### src/rtl/vec_pkg.sv
// Shared types and sizes for the vector load/store sequencer.
package vec_pkg;

  localparam int LANES = 16;
  localparam int DW    = 32;
  localparam int AW    = 32;
  localparam int LW    = $clog2(LANES);

  typedef logic [LANES-1:0][DW-1:0] vec_t;

  typedef enum logic [2:0] {
    IDLE,
    REQ,
    WAIT,
    WB,
    DONE
  } lsu_state_t;

  // Index of the last active lane; a count of 0 or above LANES means all lanes.
  function automatic logic [LW-1:0] last_lane(input logic [4:0] vl);
    if (vl == 5'd0 || int'(vl) > LANES) begin
      return LW'(LANES - 1);
    end
    return LW'(int'(vl) - 1);
  endfunction

endpackage

### src/rtl/vec_lsu_agu.sv
// Lane address generator: base + ((lane * stride) << 2), all modulo 2^AW.
module vec_lsu_agu
  import vec_pkg::*;
(
  input  logic [AW-1:0] base,
  input  logic [AW-1:0] stride,
  input  logic [LW-1:0] lane,
  output logic [AW-1:0] addr
);

  logic [AW-1:0] offset;

  // Product is truncated to AW bits before the word-to-byte shift.
  always_comb begin
    offset = AW'(lane) * stride;
    addr   = base + {offset[AW-3:0], 2'b00};
  end

endmodule

### src/rtl/vec_lsu.sv
// Vector load/store sequencer: serializes up to LANES lanes onto a single-beat
// memory port, gathers load data and writes the whole vector back at once.
module vec_lsu
  import vec_pkg::*;
(
  input  logic          clk,
  input  logic          rst,
  input  logic          start,
  input  logic          op_load,
  input  logic [4:0]    vl,
  input  logic [AW-1:0] base_addr,
  input  logic [AW-1:0] stride,
  input  vec_t          st_data,
  input  logic [3:0]    dest_reg,
  output logic          busy,
  output logic          done,
  output logic          wb_we,
  output logic [3:0]    wb_addr,
  output vec_t          wb_data,
  output logic          mem_req,
  output logic          mem_we,
  output logic [AW-1:0] mem_addr,
  output logic [DW-1:0] mem_wdata,
  input  logic          mem_gnt,
  input  logic          mem_rvalid,
  input  logic [DW-1:0] mem_rdata
);

  lsu_state_t    state_q;
  logic [LW-1:0] lane_q;
  logic [LW-1:0] last_q;
  logic          op_load_q;
  logic [AW-1:0] base_q;
  logic [AW-1:0] stride_q;
  logic [3:0]    dest_q;
  vec_t          snap_q;
  vec_t          buf_q;

  logic [AW-1:0] agu_base;
  logic [AW-1:0] agu_stride;
  logic [LW-1:0] agu_lane;
  logic [AW-1:0] agu_addr;
  vec_t          buf_merged;

  // Address of the next beat to issue: lane 0 of the incoming request while
  // idle (latched values not yet valid), otherwise the lane after the current one.
  always_comb begin
    // NOTE: every always_comb output gets a default first so no path leaves
    // it unassigned, which would otherwise infer a latch.
    agu_base   = base_q;
    agu_stride = stride_q;
    agu_lane   = lane_q + LW'(1);
    if (state_q == IDLE) begin
      agu_base   = base_addr;
      agu_stride = stride;
      agu_lane   = '0;
    end
    buf_merged         = buf_q;
    buf_merged[lane_q] = mem_rdata;
  end

  vec_lsu_agu u_agu (
    .base   (agu_base),
    .stride (agu_stride),
    .lane   (agu_lane),
    .addr   (agu_addr)
  );

  // Sequencer FSM; all outputs are registered alongside the state.
  always_ff @(posedge clk or posedge rst) begin
    if (rst) begin
      state_q   <= IDLE;
      lane_q    <= '0;
      last_q    <= '0;
      op_load_q <= 1'b0;
      base_q    <= '0;
      stride_q  <= '0;
      dest_q    <= '0;
      snap_q    <= '0;
      // NOTE: the load buffer is plain flops, so it is reset with everything
      // else; lanes beyond vl must read back as zero from the first operation.
      buf_q     <= '0;
      busy      <= 1'b0;
      done      <= 1'b0;
      wb_we     <= 1'b0;
      wb_addr   <= '0;
      wb_data   <= '0;
      mem_req   <= 1'b0;
      mem_we    <= 1'b0;
      mem_addr  <= '0;
      mem_wdata <= '0;
    end else begin
      // NOTE: non-blocking assignments here so every register sees the
      // pre-edge values of the others, regardless of statement order.
      case (state_q)
        IDLE: begin
          if (start) begin
            op_load_q <= op_load;
            last_q    <= last_lane(vl);
            base_q    <= base_addr;
            stride_q  <= stride;
            dest_q    <= dest_reg;
            snap_q    <= st_data;
            buf_q     <= '0;
            lane_q    <= '0;
            busy      <= 1'b1;
            mem_req   <= 1'b1;
            mem_we    <= ~op_load;
            mem_addr  <= agu_addr;
            mem_wdata <= op_load ? '0 : st_data[0];
            state_q   <= REQ;
          end
        end

        REQ: begin
          if (mem_gnt) begin
            if (op_load_q) begin
              mem_req <= 1'b0;
              state_q <= WAIT;
            end else if (lane_q == last_q) begin
              mem_req <= 1'b0;
              mem_we  <= 1'b0;
              done    <= 1'b1;
              state_q <= DONE;
            end else begin
              lane_q    <= agu_lane;
              mem_addr  <= agu_addr;
              mem_wdata <= snap_q[agu_lane];
            end
          end
        end

        WAIT: begin
          if (mem_rvalid) begin
            buf_q <= buf_merged;
            if (lane_q == last_q) begin
              wb_we   <= 1'b1;
              wb_addr <= dest_q;
              wb_data <= buf_merged;
              state_q <= WB;
            end else begin
              lane_q   <= agu_lane;
              mem_req  <= 1'b1;
              mem_addr <= agu_addr;
              state_q  <= REQ;
            end
          end
        end

        WB: begin
          wb_we   <= 1'b0;
          done    <= 1'b1;
          state_q <= DONE;
        end

        DONE: begin
          done    <= 1'b0;
          busy    <= 1'b0;
          state_q <= IDLE;
        end

        default: state_q <= IDLE;
      endcase
    end
  end

endmodule

### config.mk
export PLATFORM = sky130hd
export DESIGN_NAME = vec_lsu
export DESIGN_NICKNAME = d
export VERILOG_FILES = /design/src/rtl/vec_pkg.sv /design/src/rtl/vec_lsu_agu.sv /design/src/rtl/vec_lsu.sv
export SDC_FILE = /design/constraint.sdc
export NUM_CORES = 2
export LEC_CHECK = 0
export ABC_AREA = 1
export BUFFER_PORTS_ARGS = -buffer_cell sky130_fd_sc_hd__buf_2
export CORE_AREA = 2 2 477 479
export DETAILED_ROUTE_END_ITERATION = 8
export DIE_AREA = 0 0 479 481
export SETUP_SLACK_MARGIN = 0.02
export SLEW_MARGIN = 5
export SYNTH_ARGS = -nofsm -noshare
export SYNTH_HDL_FRONTEND = slang
export SYNTH_SLANG_ARGS = --single-unit
### constraint.sdc
create_clock -name clk -period 98.4 [get_ports clk]
set_input_delay 9.84 -clock clk [delete_from_list [all_inputs] [get_ports clk]]
set_output_delay 9.84 -clock clk [all_outputs]
set_load 0.05 [all_outputs]
==> results.md <==
- Result of the run: finished, final reports clean
- Number of clock buffers inserted by TritonCTS: 183
- Die Outline Area: 0.230 sq mm
- Switching portion of total power: 46.3%
- HP Class: reg2reg
- Final critical-path share of the clock period: 15.0%
- Clock group share of total power: 23.0%
- Post-layout nets: 10.9k
- Worst-Margin Slew: 1.16 ns
- Warning count from the yosys run: 0
- Clock Skew: 0.0807 ns
- Drt total wl: 302000 microns
- Setup repair after global routing missed its margin: no
- Endpoint kind of the worst setup timing path: register
- Leakage: 47.7 nW
- Utilization after layout: 40.7%
- Final count of hold timing violations: 0
- Mapped Nets: 10.0k
- Post-DR wirelength/cell: 22.7 microns
- Slowest cell on the critical path: sky130_fd_sc_hd__fa_1
- Largest net degree at the start of global routing: 249
- CTS clock-pin slew for the worst setup and hold paths: 0.06 ns
- Max-slew headroom: 21.5%
- Number of I/O pins: 1208
- Count of antenna-violating nets left after detailed routing: 0
- Worst-case vdd ir drop: 0.0000214 V
- Design internal power: 1.66 mW
- Crit start category: primary input
- Final std cells w/o fill: 13.3k
- Area added between synthesis and finish: 18.2%
- Net switching power: 1.43 mW
- CTS Root Buffer Type: sky130_fd_sc_hd__clkbuf_16
- Leading cell type in the layout, fill and taps excluded: sky130_fd_sc_hd__nand2_1
- Leftover overflow at the end of global routing: 0
- Number of remaining DRC errors: 0
- Critical path's largest stage delay: 0.56 ns
- Number of flip-flops and latches in the synthesized netlist: 1687
- Standard-cell rows: 175
- Post-cts sizing count: 0
- Final hold slack: 0.464 ns
- Initial cell density of the core: 34.4%
- GRT Total Usage: 25.5%
- H-tree level count: 4
- Post-synthesis average cell area: 8.38 sq um
- # hold bufs at CTS: 0
- Setup total negative slack: 0 ns
- Share of power burned in registers: 31.9%
- Max Buffers Root-to-Sink: 3
- Chip Width: 479 microns
- CTS sink count: 1687
- Clock Latency Late Sink: 0.87 ns
- Most frequent cells in the layout: 2726 x sky130_fd_sc_hd__nand2_1, 1686 x sky130_fd_sc_hd__dfrtp_1, 1531 x sky130_fd_sc_hd__o21ai_0
- Worst path arrival time: 15.47 ns
- Cell area after synthesis: 0.0777 sq mm
- Placer congestion estimate: 0.915
- DRT iter0 DRCs: 6593
- Share of cells above drive strength 1: 16.1%
- Std-Cell Core Area: 0.226 sq mm
- CTS tree: built
- Power density over the cells: 33.7 mW/mm^2
- Final number of max-transition violations: 0
- Postcts setup bufs: 0
- Gate family responsible for the most delay along the worst path: compound AO/OA/AOI/OAI gates
- IO buf count: 1205
- Worst-path fanout max: 5
- Cell count after placement: 12.9k
- Final number of setup-violating endpoints: 0
- Register area share after synthesis: 54.3%
- Fin crit period: 14.74 ns
- Vias in the first global route: 65.1k
- Vias/cell: 5.15
- Number of distinct library cells after synthesis: 42
- Fmax: 67.8 MHz
- Post-detail-place hpwl: 208000 microns
- Critical path start-end classification: in2reg
- Most frequent CP cell: sky130_fd_sc_hd__nand2_1
- Number of standard cells after synthesis: 9274
- First-pass GRT wire length: 439000 microns
- Via count of the routed design: 68.5k
- Initial antenna violation count: 72
- Number of iterations in the first detailed-routing pass: 5
- Die Height: 481 microns
- Crit path required time: 99.13 ns
- Fraction of power consumed by combinational cells: 45.1%
- Reported max-cap violation count: 0
- Crit path buf inv count: 3
[final cells by class]
class,instances,area (sq um)
clock buffers,262,5300
inverters,1106,4180
repair buffers,1284,6700
fillers,22700,134000
clock inverters,62,882
multi-input cells,5848,28700
flip-flops and latches,1687,42200
well taps,3009,3760
diodes,46,115
[power by group through the flow]
stage	Combinational, mW	Clock (mW)	Sequential (mW)
2_1_floorplan	0.794	0	1.17
3_3_place_gp	1.39	0	0.990
3_5_place_dp	1.40	0	0.997
4_1_cts	1.41	0.727	0.986
5_1_grt	1.54	0.755	1.01
6_report	1.40	0.713	0.988
[worst min-delay path, cell delays in order (launching register included)]
cell and delay, ns:
sky130_fd_sc_hd__dfrtp_1 0.34, sky130_fd_sc_hd__nand2_1 0.05, sky130_fd_sc_hd__nand2_1 0.05
[per-stage QoR]
stage / power, mW / setup slack (ns) / cell area (sq um)
floorplan: 1.97 / 40.95 / 77700
global placement: 2.38 / 82.74 / 85500
detailed placement: 2.40 / 82.78 / 85500
CTS: 3.12 / 83.72 / 91700
global route: 3.30 / 83.10 / 91800
finish: 3.10 / 83.66 / 91800
[cell families (layout without fill, tap and decap cells)]
kind of cell	Yosys count	count (layout)	share of synthesized area, %
AOI/OAI and AO/OA	2470	2470	17.7
xor gates and xnor gates	43	43	0.485
adders and majority gates	118	118	2.42
buffers and inverters	1739	2714	8.90
DFF	1687	1687	54.3
other	0	46	0
and+or+nand+nor	3217	3217	16.1
[worst paths after layout]
check | startpoint | end | slack, ns | cells after the start
worst max register to register | lane_q[0]$_DFFE_PP0P_ | mem_addr[31]$_DFFE_PP0P_ | 89.97 | 28
min in group asynchronous | rst | wb_data[156]$_DFFE_PP0P_ | 9.14 | 2
worst max-delay path | stride[3] | mem_addr[31]$_DFFE_PP0P_ | 83.66 | 26
worst min-delay path | snap_q[315]$_DFFE_PP0P_ | snap_q[315]$_DFFE_PP0P_ | 0.46 | 2
max in group asynchronous | rst | snap_q[59]$_DFFE_PP0P_ | 83.90 | 8
worst min register to register | snap_q[315]$_DFFE_PP0P_ | snap_q[315]$_DFFE_PP0P_ | 0.46 | 2
[registers in the layout (all words and copies together) (netlist names)]
| register | cells |
|---|---|
| buf_q | 512 |
| snap_q | 512 |
| wb_data | 512 |
| base_q | 32 |
| mem_addr | 32 |
| mem_wdata | 32 |
| stride_q | 30 |
| dest_q | 4 |
| lane_q | 4 |
| last_q | 4 |
| wb_addr | 4 |
| state_q | 3 |
| busy | 1 |
| done | 1 |
| mem_req | 1 |
| mem_we | 1 |
| op_load_q | 1 |
| wb_we | 1 |
[per-layer routing]
metal | up-vias | wire length (microns) | global-route usage [%]
met4 | 24 | 15900 | 12.5
met1 | 33300 | 123000 | 33.6
li1 | 31900 | - | -
met3 | 514 | 24000 | 4.68
met2 | 2705 | 139000 | 40.5
met5 | - | 144 | 0
[cells in the mapped netlist, drive strengths merged]
library cell,count,area (sq um)
nor2,174,666
nor4,2,12.5
a21boi,4,30.0
xor2,30,263
o221ai,1,8.76
nand2,2739,10300
o21bai,6,45.0
a211oi,3,22.5
o211ai,187,1400
ha,64,801
nor3,12,60.1
nand4,13,81.3
buf,267,1390
dfrtp,1687,42200
o22ai,512,3200
a31oi,3,18.8
nand2b,1,6.26
nand3b,2,15.0
nor3b,1,7.51
a22oi,34,415
nand3,266,1340
inv,1106,4150
a21oi,175,876
and2,1,6.26
xnor2,13,114
o21ai,1538,7700
a21o,7,52.6
fa,54,1080
or2,6,37.5
clkbuf,366,1370
(Power assumes the default switching activity.)
